==> config.mk <==
export PLATFORM = sky130hd
export DESIGN_NAME = pc_sequencer
export DESIGN_NICKNAME = d
export VERILOG_FILES = /design/src/rtl/pc_pkg.sv /design/src/rtl/pc_next_calc.sv /design/src/rtl/pc_sequencer.sv
export SDC_FILE = /design/constraint.sdc
export NUM_CORES = 1
export LEC_CHECK = 0
export CAP_MARGIN = 20
export CORE_MARGIN = 2
export CORE_UTILIZATION = 43
export DETAILED_ROUTE_END_ITERATION = 7
export PLACE_DENSITY = 0.85
export SYNTH_ARGS = -nofsm -noshare
export SYNTH_HDL_FRONTEND = slang
export SYNTH_SLANG_ARGS = --single-unit
export TNS_END_PERCENT = 1
==> constraint.sdc <==
create_clock -name clk -period 2.08 [get_ports clk]
set_clock_uncertainty 0.15 [all_clocks]
set_input_delay 0.208 -clock clk [delete_from_list [all_inputs] [get_ports clk]]
set_output_delay 0.208 -clock clk [all_outputs]
set_load 0.02 [all_outputs]
==> src/rtl/pc_pkg.sv <==
// Shared types and helpers for the fetch PC sequencer.
// Alignment rules switch to 2-byte granularity when PC_SEQ_COMPRESSED_EN is defined.
package pc_pkg;

    typedef enum logic [1:0] {
        BOOT      = 2'd0,
        RUN       = 2'd1,
        HALT      = 2'd2,
        WAIT_TRAP = 2'd3
    } pc_state_e;

    localparam int unsigned INC32 = 4;
    localparam int unsigned INC16 = 2;

`ifdef PC_SEQ_COMPRESSED_EN
    localparam logic [1:0] ALIGN_MASK = 2'b01;
`else
    localparam logic [1:0] ALIGN_MASK = 2'b11;
`endif

    function automatic logic is_misaligned(input logic [1:0] lsb);
        return |(lsb & ALIGN_MASK);
    endfunction

    // Clears whichever low bits the current alignment rule requires to be zero.
    function automatic logic [1:0] align_lsb(input logic [1:0] lsb);
        return lsb & ~ALIGN_MASK;
    endfunction

endpackage

==> src/rtl/pc_next_calc.sv <==
// Combinational next-PC / next-state priority logic for pc_sequencer.
// Optional ilen16 input exists only when PC_SEQ_COMPRESSED_EN is defined.
module pc_next_calc
    import pc_pkg::*;
#(
    parameter int XLEN = 32
) (
    input  pc_state_e        state,
    input  logic [XLEN-1:0]  pc,
    input  logic             ready,
    input  logic             redirect,
    input  logic [XLEN-1:0]  target,
    input  logic             trap,
    input  logic [XLEN-1:0]  vector,
    input  logic             halt,
`ifdef PC_SEQ_COMPRESSED_EN
    input  logic             ilen16,
`endif
    output logic [XLEN-1:0]  next_pc,
    output pc_state_e        next_state,
    output logic             take_misalign
);

    logic [XLEN-1:0] trap_pc;
    logic [XLEN-1:0] step;
    logic            bad_target;

    always_comb begin
        trap_pc    = {vector[XLEN-1:2], align_lsb(vector[1:0])};
`ifdef PC_SEQ_COMPRESSED_EN
        step       = ilen16 ? XLEN'(INC16) : XLEN'(INC32);
`else
        step       = XLEN'(INC32);
`endif
        bad_target = is_misaligned(target[1:0]);

        next_pc       = pc;
        next_state    = state;
        take_misalign = 1'b0;

        // Trap always wins and bypasses the alignment check on the redirect target.
        case (state)
            BOOT: begin
                next_state = RUN;
                if (trap) next_pc = trap_pc;
            end
            RUN: begin
                if (trap) begin
                    next_pc = trap_pc;
                end else if (redirect) begin
                    if (bad_target) begin
                        take_misalign = 1'b1;
                        next_state    = WAIT_TRAP;
                    end else begin
                        next_pc = target;
                    end
                end else if (halt) begin
                    next_state = HALT;
                end else if (ready) begin
                    next_pc = pc + step;
                end
            end
            HALT: begin
                if (trap) begin
                    next_pc    = trap_pc;
                    next_state = RUN;
                end else if (redirect) begin
                    if (bad_target) begin
                        take_misalign = 1'b1;
                        next_state    = WAIT_TRAP;
                    end else begin
                        next_pc = target;
                    end
                end else if (!halt) begin
                    next_state = RUN;
                end
            end
            WAIT_TRAP: begin
                if (trap) begin
                    next_pc    = trap_pc;
                    next_state = RUN;
                end
            end
        endcase
    end

endmodule

==> src/rtl/pc_sequencer.sv <==
// Fetch PC register and control FSM; presents the PC to fetch over valid/ready.
// Define PC_SEQ_COMPRESSED_EN to add ilen16_i and 2-byte alignment rules.
module pc_sequencer
    import pc_pkg::*;
#(
    parameter int              XLEN         = 32,
    parameter logic [XLEN-1:0] RESET_VECTOR = '0
) (
    input  logic             clk,
    input  logic             clr,
    output logic [XLEN-1:0]  pc_o,
    output logic             pc_valid_o,
    input  logic             pc_ready_i,
    input  logic             redirect_i,
    input  logic [XLEN-1:0]  redirect_target_i,
    input  logic             trap_i,
    input  logic [XLEN-1:0]  trap_vector_i,
    input  logic             halt_i,
`ifdef PC_SEQ_COMPRESSED_EN
    input  logic             ilen16_i,
`endif
    output logic             misalign_o,
    output logic [XLEN-1:0]  misalign_addr_o,
    output logic [1:0]       state_o
);

    pc_state_e       state;
    pc_state_e       next_state;
    logic [XLEN-1:0] next_pc;
    logic            take_misalign;

    pc_next_calc #(.XLEN(XLEN)) u_next (
        .state         (state),
        .pc            (pc_o),
        .ready         (pc_ready_i),
        .redirect      (redirect_i),
        .target        (redirect_target_i),
        .trap          (trap_i),
        .vector        (trap_vector_i),
        .halt          (halt_i),
`ifdef PC_SEQ_COMPRESSED_EN
        .ilen16        (ilen16_i),
`endif
        .next_pc       (next_pc),
        .next_state    (next_state),
        .take_misalign (take_misalign)
    );

    // Valid is registered from the next state so it lines up with the FSM.
    always_ff @(posedge clk or negedge clr) begin
        if (!clr) begin
            state           <= BOOT;
            pc_o            <= RESET_VECTOR;
            pc_valid_o      <= 1'b0;
            misalign_o      <= 1'b0;
            misalign_addr_o <= '0;
        end else begin
            state      <= next_state;
            pc_o       <= next_pc;
            pc_valid_o <= (next_state == RUN);
            misalign_o <= take_misalign;
            if (take_misalign) misalign_addr_o <= redirect_target_i;
        end
    end

    assign state_o = state;

endmodule

Word level (Yosys, flattened, before mapping)
Cells that the tools add are included.
{ "op_classes": {"addsub": 1, "eq_ne": 8, "muxes": 22, "n_reduce_logical": 5} }
{ "ops": {"columns": ["op", "n"], "rows": [
  ["$mux 32", 8],
  ["$pmux 32 s3", 1],
  ["$add 32x3->32 const B", 1],
  ["$mux 2", 8],
  ["$ne 4x4->1 const B", 2],
  ["$pmux 2 s4", 1],
  ["$reduce_or 2->1", 3],
  ["$eq 2x1->1 const B", 2],
  ["$eq 2x2->1 const B", 2],
  ["$mux 1", 4],
  ["$reduce_and 4->1", 1],
  ["$ne 3x3->1 const B", 1],
  ["$logic_not 2->1", 1],
  ["$ne 2x1->1 const B", 1]
]} }
{ "totals": {"ff_bits": 68, "elab_cells": 41} }

Depth between registers and ports, before layout
{ "depth": {"ltp_word": 6, "ltp_mapped": 10, "depth_no_buf": 7} }

Hierarchy
From an unflattened synthesis, not the netlist that was laid out.
{ "hier_totals": {"hier_cells": 476, "hier_area_um2": 4569.4} }
{ "modules_own_cells": {"columns": ["module", "instances", "cells_per_inst", "area_each_um2", "seq_area_each_um2"], "rows": [
  ["pc_next_calc", 1, 371, 2317.2, 0.0],
  ["pc_sequencer", 1, 105, 2252.2, 1701.6]
]} }

Worst setup path after synthesis
OpenSTA, ideal clock, no wires.
{ "synth_timing": {"kind": "register to register", "start": "reg state[1] (netlist: state_o[1])", "end": "reg pc_o[19]", "setup_time_ns": 0.134, "arrival_time_ns": 2.099, "t_required_ns": 1.796, "path_slack_ns": -0.304, "stages_incl_launch_ff": 10, "path_buffers": 2, "path_cell_list": "dfrtp_1 > inv_1 > ha_1 > nand2b_1 > buf_2 > o221a_1 > nor2_1 > buf_2 > a2111oi_0 > a21oi_1"} }
{ "synth_between": {"elab_chain_cells": 4, "word_cells_on_any_way": 11} }
{ "synth_rtl": {"columns": ["item", "line", "text"], "rows": [
  ["start: declaration", "pc_sequencer.sv:27", "pc_state_e state;"],
  ["start signal: assignment", "pc_sequencer.sv:58", "state <= next_state;"],
  ["$eq 2x2->1 or $logic_not 2->1 (tied branches)", "pc_next_calc.sv:42", "case (state)"],
  ["$reduce_or 2->1 (no source line)", null, null],
  ["$ne 2x1->1 (no source line)", null, null],
  ["$reduce_and 4->1 (no source line)", null, null],
  ["end signal: assignment", "pc_sequencer.sv:59", "pc_o <= next_pc;"],
  ["end: declaration", "pc_sequencer.sv:11", "output logic [XLEN-1:0] pc_o,"]
]} }
Several ways; a longest one is shown, not always the timed one.
A chain may end at the register's enable or synchronous reset.

Worst setup path in the final report
{ "layout_timing": {"start": "reg state[0] (netlist: state_o[0])", "end": "reg pc_o[17]"} }
Same word-level chain as after synthesis.

==> impl_metrics.tcl <==
set metrics [dict create \
    wl_per_cell_um 20.7 \
    use_met3_pct 5.13 \
    status "finished, violations left" \
    synth_edf_count 0 \
    cp-start-kind "flop" \
    tns_ps -162 \
    drive_gt1_share_pct 32.2 \
    syn-instance-count 480 \
    start_util_pct 44.7 \
    cts_htree_levels 3 \
    fp.dieH_um 105 \
    busiest_layer "met2" \
    crit_family "compound AO/OA/AOI/OAI gates" \
    crit_chain "ha_4, buf_4, o21ai_2, o21ai_4, a221o_1, o21ai_2, a221oi_1" \
    slew_headroom_pct 68.0 \
    place_area_sq_um 6720 \
    grt_pass1_vias 5172 \
    grtUsageTotal_pct 30.8 \
    timing.final.crit_period_ps 2150 \
    die_area_sq_um 11100 \
    io_pins 138 \
    timing.final.ws_setup_ps -67.6 \
    initialDrtViolationCount 449 \
    n_antenna_cell 0 \
    clk_latency_ps 340 \
    layout_common_cells "clkdlybuf4s50_1 (134), buf_4 (98), dfrtp_1 (54)" \
    gp_congestion 0.935 \
    ys_seq_elements 68 \
    routed_via_density 6.14 \
    ir_drop_v 0.000772 \
    clockBufferDepth 2 \
    cts_made_buffers 9 \
    drcViolationCount 0 \
    final_cell_area_sq_um 7150 \
    cp.required_ps 2130 \
    drv_slew 0 \
    crit_slowest_cell "dfrtp_2" \
    hp-class "input pin to async pin" \
    maxCapViolations 0 \
    syn_avg_cell_area_sq_um 9.18 \
    violations "setup timing" \
    cp_max_fo 10 \
    die_x_um 105 \
    syn2layout_area_growth_pct 62.1 \
    slowest_delay_ps 450 \
    synth_top_flop_cell "dfrtp_1" \
    met2_usage_pct 49.4 \
    syn-cell-area_sq_um 4410 \
    path_clk_slew_ps 80 \
    clockRootBuffer "clkbuf_8" \
    cpMostUsedCell "o21ai_2" \
    grt_max_degree 33 \
    path_buf_inv 1 \
    coreArea_sq_um 9860 \
    arrival_ps 2200 \
    antenna_found_initial 0 \
    yosysWarnings 0 \
    first_pass_iters 8 \
    syn_nets 556 \
    layout_commonest_cell "clkdlybuf4s50_1" \
    fin_crit_sh_pct 103 \
    nets 779 \
    rsz0062_at_grt "yes" \
    powerDensity_nw_per_um2 1470 \
    place_ws_ps -220 \
    end_kind "flop" \
    cts.sinks 68 \
    worst-setup-path-type "flop to flop" \
    ys_async_sr_fraction_pct 100 \
    grt_overflow 0 \
    fillers 708 \
    fp-row-count 36 \
    port-buffer-count 135 \
    ys_types 69 \
    cts_tree "yes" \
    grt_use_met1_pct 41.2 \
    tightest_slew_ps 481 \
    leakage_nw 2.92 \
    final_hold_viol_count 0 \
    ys_seq_area_share_pct 38.6 \
    dp_hpwl_mm 13.0 \
    wl_mm 17.4 \
    setup_viol 7 \
    detail-route-antenna-nets 0 \
    power_w 0.0105 \
    fmax_mhz 466 \
    grt_pass1_wl_mm 27.1 \
    num_vias 5161 \
]
==> state kept, by name, summed over array words and instances, names as in the netlist <==
signal           cells
pc_valid_o           1
misalign_addr_o     32
misalign_o           1
state_o              2
pc_o                32
==> cell families (layout without fill, tap and decap cells) <==
logic type	count (synthesis)	count (layout)	share of synthesized area (%)
xor+xnor	2	2	0.397
compound gates	158	158	24.2
mux	50	50	12.4
fa+ha+maj	6	6	1.70
simple gates	152	152	18.5
flops	68	68	38.6
buf+inv	44	272	4.23
==> worst register-to-register path, stage by stage, from the launching register on <==
cell,delay [ps]
dfrtp_2,450
ha_4,210
buf_4,170
o21ai_2,180
o21ai_4,160
a221o_1,430
o21ai_2,180
a221oi_1,90
==> per-stage QoR <==
step / utilization (%) / hold WS [ps] / cells
final: 72.4 / 214 / 841
after global routing: 72.4 / 232 / 841
after CTS: 70.9 / 221 / 835
after detailed placement: 68.1 / 33.9 / 816
after global placement: 68.1 / 34.4 / 816
after floorplan: - / -238 / 480
==> worst paths after layout <==
check	start	to	slack [ps]	cells after the start
setup / recovery	state_o[0]	pc_o[17]	-70	7
hold / removal	clr	pc_valid_o	210	2
setup reg to reg	state_o[0]	pc_o[17]	-70	7
hold reg to reg	pc_o[0]	pc_o[0]	340	1
max in group asynchronous	clr	pc_o[20]	880	3
min in group clk	trap_vector_i[10]	pc_o[10]	260	3
==> cells in the mapped netlist, drive strengths merged (5+ instances only) <==
cell      n  area (sq um)
nor2     31           119
a2bb2oi   5          43.8
a221oi    5          43.8
clkbuf   16          61.3
and4      5          45.0
dfrtp    68          1700
buf      17          83.8
and2      5          31.3
inv      11          41.3
o21ai    34           170
nand3    12          60.1
ha        6          75.1
a21oi    40           200
o31ai     6          45.0
a31oi     9          56.3
nor3     13          65.1
nand2    43           169
o2bb2ai   9          78.8
and3     10          63.8
nand4     8          65.1
a31o      6          52.6
mux2i    14           140
mux2     36           405
==> final cells by class <==
cell class,count,area [sq um],area share [%]
clock buffer,14,163,2.28
sequential,68,1720,24.1
tap,133,166,2.33
inverter,11,43.8,0.613
clock inverter,2,35.0,0.490
timing repair buffer,245,2260,31.6
multi-input combinational,368,2760,38.6
==> where the power goes <==
group | switching [W] | internal, W
sequential | 0.000439 | 0.00196
combinational | 0.00351 | 0.00344
clock | 0.000515 | 0.000621
total | 0.00447 | 0.00603
==> metal layers <==
layer | share of wire (%) | vias up
met5 | 0 | -
met4 | 4.0 | 0
met3 | 8.8 | 66
met2 | 47 | 345
met1 | 40 | 2479
li1 | - | 2271
==> timing repair <==
action                                  CTS  global route
endpoints found under the setup margin   19            28
cloned                                    0             0
hold buffers                              1             0
gates resized for setup                  13            29
buffers inserted                          2             7
pin swaps                                 3             7
endpoints found under the hold margin    15             0
Power figures use the tool's default switching activity.
